<file path="src/rtl/aes_inv_rounddata_serial.sv">
// Word-serial AES inverse round datapath: one 32-bit column per cycle through
// a single inverse S-box word and a single InvMixColumn word.
module aes_inv_rounddata_serial (
    input  logic         clk,
    input  logic         reset,
    input  logic         in_valid,
    output logic         in_ready,
    input  logic [1:0]   round_kind,
    input  logic [127:0] round_key,
    input  logic [127:0] data_in,
    output logic         out_valid,
    input  logic         out_ready,
    output logic [127:0] data_out
);

    typedef enum logic [1:0] {
        IDLE,
        RUN,
        HOLD
    } state_t;

    state_t       state_q, state_d;
    logic [1:0]   cnt_q, cnt_d;
    logic [127:0] st_q, st_d;
    logic [127:0] key_q, key_d;
    logic [127:0] acc_q, acc_d;
    logic [127:0] dout_q, dout_d;
    logic         mix_q, mix_d;

    logic [127:0] isr_s;
    logic [31:0]  word_w;
    logic [31:0]  key_w;
    logic [31:0]  sub_w;
    logic [31:0]  t_w;
    logic [31:0]  res_w;

    function automatic logic [7:0] xtime(input logic [7:0] b);
        return {b[6:0], 1'b0} ^ (b[7] ? 8'h1b : 8'h00);
    endfunction

    function automatic logic [7:0] gmul(input logic [7:0] a, input logic [7:0] b);
        logic [7:0] p;
        logic [7:0] x;
        p = 8'h00;
        x = a;
        for (int i = 0; i < 8; i++) begin
            if (b[i]) p = p ^ x;
            x = xtime(x);
        end
        return p;
    endfunction

    // a^254 is the multiplicative inverse in GF(2^8), and maps 0 to 0
    function automatic logic [7:0] gf_inv(input logic [7:0] a);
        logic [7:0] sq;
        logic [7:0] p;
        sq = gmul(a, a);
        p  = sq;
        for (int i = 0; i < 6; i++) begin
            sq = gmul(sq, sq);
            p  = gmul(p, sq);
        end
        return p;
    endfunction

    function automatic logic [7:0] inv_sbox(input logic [7:0] s);
        logic [7:0] b;
        b = {s[6:0], s[7]} ^ {s[4:0], s[7:5]} ^ {s[1:0], s[7:2]} ^ 8'h05;
        return gf_inv(b);
    endfunction

    function automatic logic [31:0] inv_mix_col(input logic [31:0] w);
        logic [7:0] a0, a1, a2, a3;
        logic [7:0] o0, o1, o2, o3;
        a0 = w[31:24];
        a1 = w[23:16];
        a2 = w[15:8];
        a3 = w[7:0];
        o0 = gmul(a0, 8'h0e) ^ gmul(a1, 8'h0b) ^ gmul(a2, 8'h0d) ^ gmul(a3, 8'h09);
        o1 = gmul(a0, 8'h09) ^ gmul(a1, 8'h0e) ^ gmul(a2, 8'h0b) ^ gmul(a3, 8'h0d);
        o2 = gmul(a0, 8'h0d) ^ gmul(a1, 8'h09) ^ gmul(a2, 8'h0e) ^ gmul(a3, 8'h0b);
        o3 = gmul(a0, 8'h0b) ^ gmul(a1, 8'h0d) ^ gmul(a2, 8'h09) ^ gmul(a3, 8'h0e);
        return {o0, o1, o2, o3};
    endfunction

    // InvShiftRows is pure wiring: out(r,c) = in(r,(c-r) mod 4)
    always_comb begin
        isr_s = '0;
        for (int c = 0; c < 4; c++) begin
            for (int r = 0; r < 4; r++) begin
                isr_s[127-32*c-8*r -: 8] = st_q[127-32*((c-r+4)%4)-8*r -: 8];
            end
        end
    end

    always_comb begin
        word_w = isr_s[31:0];
        key_w  = key_q[31:0];
        case (cnt_q)
            2'd0: begin
                word_w = isr_s[31:0];
                key_w  = key_q[31:0];
            end
            2'd1: begin
                word_w = isr_s[63:32];
                key_w  = key_q[63:32];
            end
            2'd2: begin
                word_w = isr_s[95:64];
                key_w  = key_q[95:64];
            end
            default: begin
                word_w = isr_s[127:96];
                key_w  = key_q[127:96];
            end
        endcase
    end

    always_comb begin
        sub_w = {inv_sbox(word_w[31:24]), inv_sbox(word_w[23:16]),
                 inv_sbox(word_w[15:8]),  inv_sbox(word_w[7:0])};
        t_w   = sub_w ^ key_w;
        res_w = mix_q ? inv_mix_col(t_w) : t_w;
    end

    always_comb begin
        state_d = state_q;
        cnt_d   = cnt_q;
        st_d    = st_q;
        key_d   = key_q;
        mix_d   = mix_q;
        acc_d   = acc_q;
        dout_d  = dout_q;
        case (state_q)
            IDLE: begin
                if (in_valid) begin
                    st_d  = data_in;
                    key_d = round_key;
                    mix_d = (round_kind != 2'b10);
                    if (round_kind == 2'b00) begin
                        dout_d  = data_in ^ round_key;
                        state_d = HOLD;
                    end else begin
                        cnt_d   = 2'd0;
                        state_d = RUN;
                    end
                end
            end
            RUN: begin
                acc_d = {res_w, acc_q[127:32]};
                cnt_d = cnt_q + 2'd1;
                if (cnt_q == 2'd3) begin
                    dout_d  = {res_w, acc_q[127:32]};
                    state_d = HOLD;
                end
            end
            HOLD: begin
                if (out_ready) state_d = IDLE;
            end
            default: begin
                state_d = IDLE;
            end
        endcase
    end

    always_ff @(posedge clk or posedge reset) begin
        if (reset) begin
            state_q <= IDLE;
            cnt_q   <= 2'd0;
            st_q    <= '0;
            key_q   <= '0;
            mix_q   <= 1'b0;
            acc_q   <= '0;
            dout_q  <= '0;
        end else begin
            state_q <= state_d;
            cnt_q   <= cnt_d;
            st_q    <= st_d;
            key_q   <= key_d;
            mix_q   <= mix_d;
            acc_q   <= acc_d;
            dout_q  <= dout_d;
        end
    end

    assign in_ready  = (state_q == IDLE);
    assign out_valid = (state_q == HOLD);
    assign data_out  = dout_q;

endmodule

</file>
<file path="config.mk">
export PLATFORM = sky130hd
export DESIGN_NAME = aes_inv_rounddata_serial
export DESIGN_NICKNAME = d
export VERILOG_FILES = /design/src/rtl/aes_inv_rounddata_serial.sv
export SDC_FILE = /design/constraint.sdc
export NUM_CORES = 2
export LEC_CHECK = 0
export ABC_AREA = 0
export CAP_MARGIN = 40
export CORE_MARGIN = 8
export CORE_UTILIZATION = 34
export DETAILED_ROUTE_END_ITERATION = 10
export SYNTH_ARGS = -nofsm -noshare
export SYNTH_HDL_FRONTEND = slang
export SYNTH_SLANG_ARGS = --single-unit
</file>
<file path="constraint.sdc">
create_clock -name clk -period 20.9 [get_ports clk]
set_input_delay 5.225 -clock clk [delete_from_list [all_inputs] [get_ports clk]]
set_output_delay 5.225 -clock clk [all_outputs]
set_load 0.05 [all_outputs]
</file>
==> results.md <==
* Core Region at 250500 um^2
* Post-synthesis simple-gate area fraction at 17.12%
* Main combinational cell family by area after synthesis: XOR/XNOR gates
* Status: finished, final reports clean
* DP Wirelength at 227500 um
* Tmin final at 19.96 ns
* 1st-pass router iterations at 6
* Die Span X at 517.1 um
* Net Count, Synth at 10.94k
* Grt met3 use at 2.012%
* Final hold violation count at 0
* Register area share after synthesis at 14.21%
* Asr flop ratio synth at 100.0%
* Xor/xnor share of the synthesized area at 38.45%
* Buffers on Ports at 391
* Reg2reg start: cnt_q[0]
* Max_cap viols at 0
* Starting DRT DRC Count at 8063
* ANT nets after route at 0
* Layout cells sized above 1 at 12.46%
* Initial cell density of the core at 34.09%
* Worst Setup End Kind: register
* Clk_lat worst skew at 0.70 ns
* Final WS setup at 0.9442 ns
* Relative slew slack at 32.69%
* CTS Hold Bufs at 0
* Syn Area/Cell at 8.018 um^2
* Compound-Gate Fraction of Synth Area at 16.65%
* Crit share post-route at 95.48%
* Avg Vias per Cell at 5.485
* Post-synth cell types at 119
* Setup total negative slack at 0 ns
* Post-synthesis mux area share at 8.574%
* CP delay by family, top: XOR/XNOR gates
* Clock root cell: clkbuf_16
* Remaining DRCs at 0
* Instance count on the critical path at 64
* Vias in the first global route at 73.86k
* Synthesized flop and latch total at 485
* Hold Path Class: register to register
* FF-to-FF End: data_out[98]
* Reg2reg setup slack at 0.94 ns
* Synthesized cell area at 85380 um^2
* FP Rows at 184
* Antenna violations before repair at 24
* Routed wire length at 302600 um
* Grt met2 use at 34.15%
* Setup crit start kind: register
* Layer with the highest usage: met2
* Max-slew violations at 0
* Gate Count Post-Synth at 10.65k
* Wire length per cell at 21.15 um
* Yosys warns at 0
* Buf/Inv on CP at 7
* Vias at 78.46k
* CP required at 21.45 ns
* Crit-path max FO at 26
* GPL Wtd Cong at 0.9446
* Most frequent cell on the critical path: xnor2_1
* Critical path's slowest cell: xnor3_2
* Pin count of the biggest net entering global routing at 143
* Setup violators final at 0
* Final nets at 11.18k
* CP arrival at 20.51 ns
* Length in cells of the worst reg-to-reg path at 64
* Least-Margin Pin Slew at 1.002 ns
* Crit path to: data_out[98]
* CTS tree: yes
* Setup Slack @ Placement at 0.4052 ns
* Final Skew at 0.06079 ns
* Adder-Cell Fraction of Synth Area at 0.4514%
* GRT met1 Usage at 29.57%
* First-pass GRT wire length at 462500 um
* GRT Util Overall at 21.46%
* Die outline height at 517.1 um
* Fmax at 50.11 MHz
* Total congestion overflow at 0
* Crit path launch: cnt_q[0]
* Synthesis-to-finish area growth at 13.55%
* CTS buffer count at 55
* Worst-path clk slew at 0.07 ns
* CTS Sinks at 485
* Top FF cell, synth: dfrtp_1
* CTS H-tree lvls at 2
* Critical path class: register to register
* EDFF count, synth at 0
* Number of I/O pins at 392
* Slowest stage delay, CP at 0.62 ns
* CTS Buffer Depth at 3
* Die area at 267400 um^2
* RSZ-0062 raised after global routing: false
==> sequential cells by signal, indices dropped and copies added, names as in the netlist <==
name,cells
acc_q,96
cnt_q,2
data_out,128
key_q,128
mix_q,1
st_q,128
state_q,2
==> final cells by class <==
cell class                      count  area [um^2]
Fill cell                       25730       153500
Multi-Input combinational cell   9307        70190
Sequential cell                   485        12140
Timing Repair Buffer              903         7979
Tap cell                         3348         4189
Clock buffer                       78         1553
Inverter                          144        555.5
Clock inverter                     26        310.3
Antenna cell                       14        35.03
==> per-stage QoR <==
step / utilization [%] / hold WS (ns) / area, um^2 / cells
2_1_floorplan: - / 0.4456 / 85380 / 10650
3_3_place_gp: 37.57 / 0.4567 / 94100 / 14140
3_5_place_dp: 37.75 / 0.4626 / 94570 / 14180
4_1_cts: 38.50 / 0.4786 / 96430 / 14280
5_1_grt: 38.70 / 0.4958 / 96950 / 14310
6_report: 38.70 / 0.4749 / 96950 / 14310
==> layout by cell type (no fill, tap or decap), drive strengths merged, types with 69 or more instances in the layout <==
cell type and count:
xnor2 2064, nor2 1335, nand2 1180, o21ai 612, xor2 553, a21oi 537, buf 511, dfrtp 485
clkdlybuf4s50 391, mux2 361, xnor3 341, mux2i 308, nor3 257, nand3 232, inv 141, o211ai 103
a211oi 102, o22ai 94, a31oi 83, clkbuf 79, a22oi 69
==> kinds of logic after synthesis <==
kind of cell,after synthesis
adders and majority gates,32
xor gates and xnor gates,2996
and+or+nand+nor,3413
AOI/OAI and AO/OA,2192
buffers and inverters,857
DFF,485
muxes,674
==> worst min-delay path by stage <==
stage              start   endpoint  slack (ns)  depth (start not counted)
3_3_place_gp   acc_q[94]  acc_q[94]        0.46                          2
6_report       acc_q[67]  acc_q[67]        0.47                          2
5_1_grt        acc_q[37]  acc_q[37]        0.50                          2
4_1_cts        acc_q[67]  acc_q[67]        0.48                          2
2_1_floorplan  acc_q[97]  acc_q[97]        0.45                          2
3_5_place_dp   acc_q[53]  acc_q[53]        0.46                          2
==> Yosys cell counts, drive strengths merged, types with 42 or more instances <==
cell type | n | area [um^2]
a211oi | 102 | 780.8
a21oi | 537 | 2699
a222oi | 63 | 630.6
a22oi | 69 | 528.0
a31oi | 83 | 519.3
and2 | 62 | 387.9
buf | 295 | 1757
clkbuf | 417 | 1565
dfrtp | 485 | 12140
inv | 131 | 494.2
mux2 | 361 | 4065
mux2i | 308 | 3143
nand2 | 1180 | 4437
nand2b | 53 | 331.6
nand3 | 232 | 1161
nor2 | 1335 | 5049
nor2b | 50 | 312.8
nor3 | 257 | 1301
o211ai | 103 | 778.2
o21a | 53 | 397.9
o21ai | 612 | 3070
o221ai | 42 | 374.1
o22ai | 94 | 588.1
or3 | 48 | 300.3
xnor2 | 2064 | 19030
xnor3 | 341 | 7711
xor2 | 553 | 5185
==> per-layer routing <==
metal	share of wire [%]	vias to the layer above	routed length, um
li1	-	37350	-
met1	44	37710	132500
met2	45	2893	135900
met3	6.2	504	18770
met4	5.1	6	15370
met5	0.013	-	40
==> repair_timing <==
item,in CTS,in global routing
resized for setup,0,67
setup buffers,0,5
setup endpoints to repair,0,64
==> worst reg2reg max path: cells and delay by family (launching register included) <==
kind | cells | cell delay [ns]
DFF | 1 | 0.48
xor gates and xnor gates | 30 | 10.66
buffers and inverters | 7 | 1.55
adders and majority gates | 2 | 0.76
muxes | 2 | 0.42
and+or+nand+nor | 10 | 2.20
AOI/OAI and AO/OA | 13 | 3.79
Power is left out: the tool's default activity adds up to more than one toggle a clock period on the data nets, which glitch-free logic cannot reach.
